### src/rtl/dfifo_flow_if.sv
// -----------------------------------------------------------------------------
// dfifo_flow_if
// Bundles the push/pop strobes, data buses and status flags exchanged between
// dfifo_flow and its neighbours (dfcontrol on the strobe side).
//   master : drives push, pop, data_in (and error_clr when DFIFO_ERR_CLR_EN)
//            and observes data_out plus all status flags
//   slave  : the FIFO itself
// Optional macro: DFIFO_ERR_CLR_EN adds the error_clr strobe.
// -----------------------------------------------------------------------------
interface dfifo_flow_if #(
    parameter int DATA_WIDTH = 6
);
    logic                  push;
    logic                  pop;
`ifdef DFIFO_ERR_CLR_EN
    logic                  error_clr;
`endif
    logic [DATA_WIDTH-1:0] data_in;
    logic [DATA_WIDTH-1:0] data_out;
    logic                  fifo_empty;
    logic                  fifo_full;
    logic                  almost_empty;
    logic                  almost_full;
    logic                  fifo_pause;
    logic                  fifo_error;

`ifdef DFIFO_ERR_CLR_EN
    modport master (
        output push, pop, error_clr, data_in,
        input  data_out, fifo_empty, fifo_full, almost_empty, almost_full,
               fifo_pause, fifo_error
    );
    modport slave (
        input  push, pop, error_clr, data_in,
        output data_out, fifo_empty, fifo_full, almost_empty, almost_full,
               fifo_pause, fifo_error
    );
`else
    modport master (
        output push, pop, data_in,
        input  data_out, fifo_empty, fifo_full, almost_empty, almost_full,
               fifo_pause, fifo_error
    );
    modport slave (
        input  push, pop, data_in,
        output data_out, fifo_empty, fifo_full, almost_empty, almost_full,
               fifo_pause, fifo_error
    );
`endif
endinterface

### src/rtl/dfifo_flow.sv
// -----------------------------------------------------------------------------
// dfifo_flow
// Synchronous FIFO feeding dfcontrol. Stores DATA_WIDTH-bit words, presents a
// registered head word one cycle after an accepted pop, and produces the
// occupancy flags plus a hysteresis pause flag and a sticky error flag.
// Ports:
//   clk    : single clock, all state on posedge
//   reset  : asynchronous, active-low
//   bus    : dfifo_flow_if.slave (push, pop, data_in, data_out, fifo_empty,
//            fifo_full, almost_empty, almost_full, fifo_pause, fifo_error)
// Optional macro: DFIFO_ERR_CLR_EN adds bus.error_clr, which clears
// fifo_error on the next edge (a same-cycle overflow/underflow still sets it).
// All flags are registered from the next-state count, so they change on the
// same edge as the count register itself.
// -----------------------------------------------------------------------------
module dfifo_flow #(
    parameter int DATA_WIDTH = 6,
    parameter int ADDR_WIDTH = 3,
    parameter int AE_LEVEL   = 2,
    parameter int AF_LEVEL   = 6,
    parameter int PAUSE_HI   = 6,
    parameter int PAUSE_LO   = 3
) (
    input  logic         clk,
    input  logic         reset,
    dfifo_flow_if.slave  bus
);

    localparam int                  DEPTH   = 2 ** ADDR_WIDTH;
    localparam logic [ADDR_WIDTH:0] C_ZERO  = (ADDR_WIDTH + 1)'(0);
    localparam logic [ADDR_WIDTH:0] C_ONE   = (ADDR_WIDTH + 1)'(1);
    localparam logic [ADDR_WIDTH:0] C_DEPTH = (ADDR_WIDTH + 1)'(DEPTH);
    localparam logic [ADDR_WIDTH:0] C_AE    = (ADDR_WIDTH + 1)'(AE_LEVEL);
    localparam logic [ADDR_WIDTH:0] C_AF    = (ADDR_WIDTH + 1)'(AF_LEVEL);
    localparam logic [ADDR_WIDTH:0] C_PHI   = (ADDR_WIDTH + 1)'(PAUSE_HI);
    localparam logic [ADDR_WIDTH:0] C_PLO   = (ADDR_WIDTH + 1)'(PAUSE_LO);
    localparam logic [ADDR_WIDTH-1:0] C_PTR_ONE = ADDR_WIDTH'(1);

    typedef enum logic {
        ST_RUN   = 1'b0,
        ST_PAUSE = 1'b1
    } pause_state_t;

    logic [DATA_WIDTH-1:0] r_mem [DEPTH];
    logic [ADDR_WIDTH-1:0] r_wr_ptr;
    logic [ADDR_WIDTH-1:0] r_rd_ptr;
    logic [ADDR_WIDTH:0]   r_count;
    logic [DATA_WIDTH-1:0] r_data_out;
    logic                  r_empty;
    logic                  r_full;
    logic                  r_almost_empty;
    logic                  r_almost_full;
    logic                  r_error;
    pause_state_t          r_state;

    logic                  w_full;
    logic                  w_empty;
    logic                  w_push_ok;
    logic                  w_pop_ok;
    logic                  w_err_evt;
    logic [ADDR_WIDTH:0]   w_count_nxt;
    logic                  w_error_nxt;
    pause_state_t          w_state_nxt;

    // Accept/reject decisions and next occupancy, derived from the count register.
    always_comb begin
        w_full    = (r_count == C_DEPTH);
        w_empty   = (r_count == C_ZERO);
        // A push while full is still taken if a pop frees the slot this cycle.
        w_push_ok = bus.push && (!w_full || bus.pop);
        w_pop_ok  = bus.pop && !w_empty;
        // Pop on empty is an underflow even when a push arrives alongside it.
        w_err_evt = (bus.push && w_full && !bus.pop) || (bus.pop && w_empty);
        case ({w_push_ok, w_pop_ok})
            2'b10:   w_count_nxt = r_count + C_ONE;
            2'b01:   w_count_nxt = r_count - C_ONE;
            default: w_count_nxt = r_count;
        endcase
    end

    // Sticky error: an error event always wins over a clear request.
    always_comb begin
        w_error_nxt = r_error;
        if (w_err_evt) begin
            w_error_nxt = 1'b1;
`ifdef DFIFO_ERR_CLR_EN
        end else if (bus.error_clr) begin
            w_error_nxt = 1'b0;
`endif
        end else begin
            w_error_nxt = r_error;
        end
    end

    // Pause hysteresis next-state, evaluated on the count being loaded this edge.
    always_comb begin
        w_state_nxt = r_state;
        case (r_state)
            ST_RUN: begin
                if (w_count_nxt >= C_PHI) begin
                    w_state_nxt = ST_PAUSE;
                end else begin
                    w_state_nxt = ST_RUN;
                end
            end
            ST_PAUSE: begin
                if (w_count_nxt <= C_PLO) begin
                    w_state_nxt = ST_RUN;
                end else begin
                    w_state_nxt = ST_PAUSE;
                end
            end
            default: w_state_nxt = ST_RUN;
        endcase
    end

    // Storage array; contents are don't-care after reset so it has no reset.
    always_ff @(posedge clk) begin
        if (w_push_ok) begin
            r_mem[r_wr_ptr] <= bus.data_in;
        end
    end

    // Pointers, count, head word, flags and pause state.
    always_ff @(posedge clk or negedge reset) begin
        if (!reset) begin
            r_wr_ptr       <= '0;
            r_rd_ptr       <= '0;
            r_count        <= '0;
            r_data_out     <= '0;
            r_empty        <= 1'b1;
            r_full         <= 1'b0;
            r_almost_empty <= 1'b1;
            r_almost_full  <= 1'b0;
            r_error        <= 1'b0;
            r_state        <= ST_RUN;
        end else begin
            if (w_push_ok) begin
                r_wr_ptr <= r_wr_ptr + C_PTR_ONE;
            end
            if (w_pop_ok) begin
                r_rd_ptr   <= r_rd_ptr + C_PTR_ONE;
                r_data_out <= r_mem[r_rd_ptr];
            end
            r_count        <= w_count_nxt;
            r_empty        <= (w_count_nxt == C_ZERO);
            r_full         <= (w_count_nxt == C_DEPTH);
            r_almost_empty <= (w_count_nxt <= C_AE);
            r_almost_full  <= (w_count_nxt >= C_AF);
            r_error        <= w_error_nxt;
            r_state        <= w_state_nxt;
        end
    end

    assign bus.data_out     = r_data_out;
    assign bus.fifo_empty   = r_empty;
    assign bus.fifo_full    = r_full;
    assign bus.almost_empty = r_almost_empty;
    assign bus.almost_full  = r_almost_full;
    assign bus.fifo_error   = r_error;
    assign bus.fifo_pause   = (r_state == ST_PAUSE);

endmodule
### src/flat_wrapper.sv
// flat-port wrapper written by rule: the top's interface ports become plain ports
module dfifo_flow_flat 
#(
    parameter int DATA_WIDTH = 6,
    parameter int ADDR_WIDTH = 3,
    parameter int AE_LEVEL   = 2,
    parameter int AF_LEVEL   = 6,
    parameter int PAUSE_HI   = 6,
    parameter int PAUSE_LO   = 3
)
  (clk, reset, bus_push, bus_pop, bus_data_in, bus_data_out, bus_fifo_empty, bus_fifo_full, bus_almost_empty, bus_almost_full, bus_fifo_pause, bus_fifo_error);
  dfifo_flow_if #(.DATA_WIDTH(DATA_WIDTH)) bus_i ();
  input  logic clk;
  input  logic reset;
  input wire logic [$bits(bus_i.push)-1:0] bus_push;
  input wire logic [$bits(bus_i.pop)-1:0] bus_pop;
  input wire logic [$bits(bus_i.data_in)-1:0] bus_data_in;
  output wire logic [$bits(bus_i.data_out)-1:0] bus_data_out;
  output wire logic [$bits(bus_i.fifo_empty)-1:0] bus_fifo_empty;
  output wire logic [$bits(bus_i.fifo_full)-1:0] bus_fifo_full;
  output wire logic [$bits(bus_i.almost_empty)-1:0] bus_almost_empty;
  output wire logic [$bits(bus_i.almost_full)-1:0] bus_almost_full;
  output wire logic [$bits(bus_i.fifo_pause)-1:0] bus_fifo_pause;
  output wire logic [$bits(bus_i.fifo_error)-1:0] bus_fifo_error;
  assign bus_i.push = bus_push;
  assign bus_i.pop = bus_pop;
  assign bus_i.data_in = bus_data_in;
  assign bus_data_out = bus_i.data_out;
  assign bus_fifo_empty = bus_i.fifo_empty;
  assign bus_fifo_full = bus_i.fifo_full;
  assign bus_almost_empty = bus_i.almost_empty;
  assign bus_almost_full = bus_i.almost_full;
  assign bus_fifo_pause = bus_i.fifo_pause;
  assign bus_fifo_error = bus_i.fifo_error;
  dfifo_flow #(.DATA_WIDTH(DATA_WIDTH), .ADDR_WIDTH(ADDR_WIDTH), .AE_LEVEL(AE_LEVEL), .AF_LEVEL(AF_LEVEL), .PAUSE_HI(PAUSE_HI), .PAUSE_LO(PAUSE_LO)) u_core (.clk(clk), .reset(reset), .bus(bus_i));
endmodule
### config.mk
export PLATFORM = sky130hd
export DESIGN_NAME = dfifo_flow_flat
export DESIGN_NICKNAME = d
export VERILOG_FILES = /design/src/rtl/dfifo_flow_if.sv /design/src/rtl/dfifo_flow.sv /design/src/flat_wrapper.sv
export SDC_FILE = /design/constraint.sdc
export NUM_CORES = 1
export LEC_CHECK = 0
export ABC_AREA = 1
export ABC_CLOCK_PERIOD_IN_PS = 3500
export BUFFER_PORTS_ARGS = -buffer_cell sky130_fd_sc_hd__buf_2
export CAP_MARGIN = 0
export CELL_PAD_IN_SITES_DETAIL_PLACEMENT = 0
export CELL_PAD_IN_SITES_GLOBAL_PLACEMENT = 1
export CORE_ASPECT_RATIO = 1.4
export CORE_MARGIN = 5
export CORE_UTILIZATION = 40
export CTS_CLUSTER_SIZE = 12
export DETAILED_ROUTE_END_ITERATION = 8
export HOLD_SLACK_MARGIN = 0.15
export PLACE_DENSITY = 0.76
export SLEW_MARGIN = 20
export SYNTH_ARGS = -nofsm -noshare
export SYNTH_HDL_FRONTEND = slang
export SYNTH_SLANG_ARGS = --single-unit
### constraint.sdc
create_clock -name clk -period 3.5 [get_ports clk]
set_input_delay 0.175 -clock clk [delete_from_list [all_inputs] [get_ports clk]]
set_output_delay 0.175 -clock clk [all_outputs]
set_load 0.01 [all_outputs]
-- Word-level counts from Yosys, hierarchy flattened
Memories as Yosys holds them, arrays and structs flattened. A register that Yosys moved wholly into a read port is not among the register bits.
Index checks and enable logic that the tools add are counted.
- add/subtract/negate cells: 4
- $lt $le $gt $ge: 3
- bitwise gates (word level): 1
- multiplexer cells: 6
- eq/ne operators: 4
- reductions and logical operators: 13
- operator list (cell ; count):
    $eq A4 B4 Y1 const B ; 2
    $le A4 B2 Y1 const B ; 2
    $logic_not A4 Y1 ; 2
    $pmux W4 S2 ; 1
    $add A3 B1 Y3 const B ; 2
    $logic_and A1 B1 Y1 ; 5
    $add A4 B1 Y4 const B ; 1
    $ge A4 B3 Y1 const B ; 1
    $logic_not A1 Y1 ; 4
    $mux W1 ; 4
    $sub A4 B1 Y4 const B ; 1
    $eq A2 B1 Y1 const B ; 1
    $eq A2 B2 Y1 const B ; 1
    $logic_or A1 B1 Y1 ; 2
    $pmux W1 S2 ; 1
    $not A1 Y1 ; 1
- logic and storage cells: 41
- input bits: 10
- output and inout bits: 12
- bits in writable memories: 48
- register bits: 16
- memories kept: 1
- memories (name ; words ; bits a word ; read ports ; clocked after Yosys merged registers in ; write ports ; RTL line ; source):
    u_core.r_mem ; 8 ; 6 ; 1 ; 1 ; 1 ; dfifo_flow.sv:44 ; logic [DATA_WIDTH-1:0] r_mem [DEPTH];

-- Logic depth before layout (Yosys ltp)
- word-level depth: 9
- gate-level depth with buffers: 14
- mapped depth without buffers: 14

-- Worst setup path before layout
Ideal clock, no wire load.
- path type: register to register
- start: reg u_core.r_count[0]
- end: reg u_core.r_full (netlist: u_core.bus.fifo_full)
- data required time: 3.384 ns
- buffers on the path: 0
- setup slack: 1.585 ns
- arrival time: 1.799 ns
- period minus slack after synthesis: 1.915 ns
- stages on the path, launching flop included: 11
- library setup time: 0.116 ns
- cells stage by stage: dfrtp_1 nor2_2 nand2_4 nand2_2 inv_2 ha_1 inv_2 o21ai_0 nor2_1 nand2_1 nor2_1
- word-level cells in the longest chain between the ends: 7
- elaborated cells on any way between the ends: 13
- those cells by class: 2 x add/sub; 4 x eq/ne; 1 x mux; 6 x reduce/logical
- ends and longest elaborated chain (what ; RTL line ; source):
    start: declaration ; dfifo_flow.sv:47 ; logic [ADDR_WIDTH:0] r_count;
    start signal: assignment ; dfifo_flow.sv:145 ; r_count <= w_count_nxt;
    $eq A4 B4 Y1 ; dfifo_flow.sv:67 ; w_full = (r_count == C_DEPTH);
    $logic_not A1 Y1 ; dfifo_flow.sv:70 ; w_push_ok = bus.push && (!w_full || bus.pop);
    $logic_or A1 B1 Y1 ; dfifo_flow.sv:70 ;
    $logic_and A1 B1 Y1 ; dfifo_flow.sv:70 ;
    $eq A2 B1 Y1 or $eq A2 B2 Y1 (tied branches) ; dfifo_flow.sv:74 ; case ({w_push_ok, w_pop_ok})
    $pmux W4 S2 * ; dfifo_flow.sv:74 ;
    via u_core.w_count_nxt[1] ; dfifo_flow.sv:61 ; logic [ADDR_WIDTH:0] w_count_nxt;
    $eq A4 B4 Y1 * ; dfifo_flow.sv:147 ; r_full <= (w_count_nxt == C_DEPTH);
    end signal: assignment ; dfifo_flow.sv:147 ;
    end: declaration ; dfifo_flow.sv:50 ; logic r_full;
Mark *: on every way through the listed nets, which the timed path passes. The rest lies on a longest branch.
A chain may end at the register's enable or synchronous reset.

-- Final worst setup path
- start: reg u_core.r_count[1]
- end: reg u_core.r_full (netlist: u_core.bus.fifo_full)
The elaborated chain is that of the path after synthesis.

==> summary.md <==
| Metric | Value |
|---|---|
| Status | finished, final reports clean |
| Crit. End Element | register |
| Fin. max-slew vios | 0 |
| Layout cells sized above 1 | 0.2265 |
| Gr busiest metal | met2 |
| Largest net degree at the start of global routing | 27 |
| DP HPWL | 4117 um |
| Initial core utilization | 0.4061 |
| Clk sinks | 70 |
| Sequential share of the synthesized area | 0.6757 |
| Fin nets | a little under 300 |
| Clock tree buffer depth | 2 |
| Post-CTS Setup Bufs | 0 |
| Grt ovf | 0 |
| Crit Path Class | reg -> reg |
| # setup viols final | 0 |
| Rows | 37 |
| Vias per std cell | 5.076 |
| Max_cap viols | 0 |
| Critical path launch point type | register |
| Worst VDD drop | 0.0003778 V |
| Final ANT Viol Nets | 0 |
| Rel. slew slack | 0.5165 |
| Fmax | about 0.45 GHz |
| Worst setup startpoint | u_core.r_count[1] |
| Reg2Reg Depth | 10 |
| Actual slew at the worst max-slew pin | 722.5 ps |
| Layout overhead on the synthesized area | 14.71% |
| Cell area after layout | around 3400 um^2 |
| Crit path time final | around 2200 ps |
| Routed len/inst | approximately 16 um |
| Post-CTS resize count | 0 |
| Die Y | about 110 um |
| Data required, critical path | roughly 3700 ps |
| Crit-path max FO | 10 |
| Post-synthesis cell type count | 28 |
| Post-route DRC | 0 |
| First-pass GRT wire length | between 9000 and 10000 um |
| Die area | between 9000 and 10000 um^2 |
| Reg2Reg Launch Point | u_core.r_count[1] |
| Syn_nets | 263 |
| Comb pwr share | 0.368 |
| Final core utilization | 0.4658 |
| Initial antenna violation count | 0 |
| Fillers | 697 |
| Worst-skew pair later-pin latency | approximately 340 ps |
| P_sw | approximately 1.1 mW |
| Commonest non-fill, non-tap cell in the layout | edfxtp_1 |
| Die W | approximately 83 um |
| Design Power | 2.741 mW |
| Detailed Route Iter0 Violations | between 200 and 250 |
| Finished Layout Cells | around 380 |
| Worst Hold End | u_core.bus.fifo_error |
| Reg2reg end | u_core.bus.fifo_full |
| Tot GR Track Use | 0.1498 |
| Root Driver | clkbuf_8 |
| Hold-fix buffers at CTS | 7 |
| Port buffer count | 21 |
| DRT Pass-1 Iters | 4 |
| Skew final | about 6 ps |
| Post-route setup slack | 1285 ps |
| Cell area power density | about 810 nW/um^2 |
| Final period util | 0.6328 |
| Final Routed Wirelength | between 6000 and 7000 um |
| Hold Startpoint | bus_pop |
| Clock network fraction of total power | 0.194 |
| Crit path DAT | 2450 ps |
| Number of hold violations in the final report | 0 |
| Ys Warns | 0 |
| DR vias | 1949 |
| Most frequent cells in the layout | edfxtp_1, nand2_1, nor2_1 |
| HP Class | in -> reg |
| ANT cells | 0 |
| Synthesized area | around 3000 um^2 |
| Vias in the first global route | 1975 |
| Mapped Avg Cell Area | ~12 um^2 |
| Clk slew on worst S/H paths | around 70 ps |
| P_leak | around 1.3 nW |
| Cts bufs inserted | 9 |
| Met1 Usage GRT | 0.1607 |
| Cells after synthesis | 249 |
| Hold_ws | between 200 and 300 ps |
| CTS tree | done |
| Unrepaired setup endpoints after global routing | false |
| Dpl cells | 361 |
| Int Pwr | around 1.7 mW |
| H-Tree Depth | 3 |
| Place WS | 1290 ps |
| Seq cells post-synth | 70 |
| Post-DP Area | approximately 3200 um^2 |
| Met2 usage | 0.2527 |
| Final GP Congestion | ~0.74 |
| Hold Path Depth | 3 |
| Met3 usage | 0.03722 |
| Reg2reg setup slack | 1290 ps |
| Net switching fraction of the power | 0.3911 |
| Core ar. | about 7300 um^2 |
| Setup_tns | 0 ps |
| I/O pins | 22 |
| Power share of the sequential group | 0.437 |
cells by family (layout without fill, tap and decap cells):
logic type / after synthesis / after routing / share of synthesized area
AO/OA/AOI/OAI: 51 / 51 / 0.1043
buffers and inverters: 24 / 62 / 0.03519
XOR/XNOR: 5 / 5 / 0.01484
adder cells (fa/ha/maj): 4 / 4 / 0.01696
flip-flops: 70 / 70 / 0.6757
AND/OR/NAND/NOR: 95 / 95 / 0.1530
worst max path at each step:
stage                           end  slack, ps
3_5_place_dp   u_core.bus.fifo_full       1290
4_1_cts        u_core.bus.fifo_full       1280
6_report       u_core.bus.fifo_full       1290
5_1_grt        u_core.bus.fifo_full       1060
3_3_place_gp   u_core.bus.fifo_full       1360
2_1_floorplan  u_core.bus.fifo_full       1590
routing by layer:
layer  up-vias  part of all wire
met1       949              0.39
met5         -                 0
met2        41              0.53
met4         0             0.039
met3        17             0.046
li1        942                 -
Yosys cell counts:
| cell | n | area (um^2) |
|---|---|---|
| nand4_1 | 3 | 18.77 |
| dfrtp_1 | 20 | 500.5 |
| edfxtp_1 | 48 | 1441 |
| nand3_2 | 5 | 50.05 |
| inv_2 | 6 | 22.52 |
| ha_1 | 4 | 50.05 |
| o21ai_0 | 24 | 120.1 |
| xor2_1 | 3 | 26.28 |
| clkbuf_1 | 7 | 26.28 |
| nand2_1 | 36 | 135.1 |
| o22ai_1 | 6 | 37.54 |
| bufinv_8 | 1 | 17.52 |
| nand3_1 | 3 | 15.01 |
| or2_4 | 1 | 8.760 |
| nand2_2 | 6 | 37.54 |
| inv_1 | 10 | 37.54 |
| o221ai_1 | 7 | 61.31 |
| o21ai_1 | 6 | 30.03 |
| a21oi_1 | 1 | 5.000 |
| o211ai_1 | 6 | 45.04 |
| nor2_1 | 32 | 120.1 |
| or2_2 | 1 | 6.260 |
| o21ai_2 | 1 | 8.760 |
| xnor2_1 | 2 | 17.52 |
| dfstp_2 | 2 | 52.55 |
| nor2_2 | 6 | 37.54 |
| nor2_4 | 1 | 11.26 |
| nand2_4 | 1 | 11.26 |
registers in the layout (all words and copies together) (netlist names), 3 cells and up:
signal and cells:
u_core.r_mem 48, u_core.r_count 4, u_core.bus.data_out 6, u_core.r_wr_ptr 3, u_core.r_rd_ptr 3
power by group through the flow:
| stage | sequential [mW] | combinational, mW | clock, mW |
|---|---|---|---|
| 2_1_floorplan | 1.22 | 0.700 | 0 |
| 3_3_place_gp | 1.21 | 1.01 | 0 |
| 3_5_place_dp | 1.22 | 1.02 | 0 |
| 4_1_cts | 1.20 | 1.03 | 0.540 |
| 5_1_grt | 1.22 | 1.14 | 0.576 |
| 6_report | 1.20 | 1.01 | 0.532 |
worst max-delay path, stage by stage (launching register included):
cell and delay [ps]:
dfrtp_1 420, nor2_2 180, nand2_4 90, nand2_2 170, inv_2 130, ha_1 360
inv_2 100, o21ai_0 430, nor2_1 70, nand2_1 100, nor2_1 50
final cells by class:
cell class,instances,area [um^2],area share
sequential,70,1994,0.5891
multi-input combinational,155,853.3,0.2520
timing repair buffer,29,182.7,0.05395
clock buffer,10,127.6,0.03769
tap,97,121.4,0.03585
inverter,17,77.57,0.02291
clock inverter,6,28.78,0.008500
(Power assumes the default switching activity.)
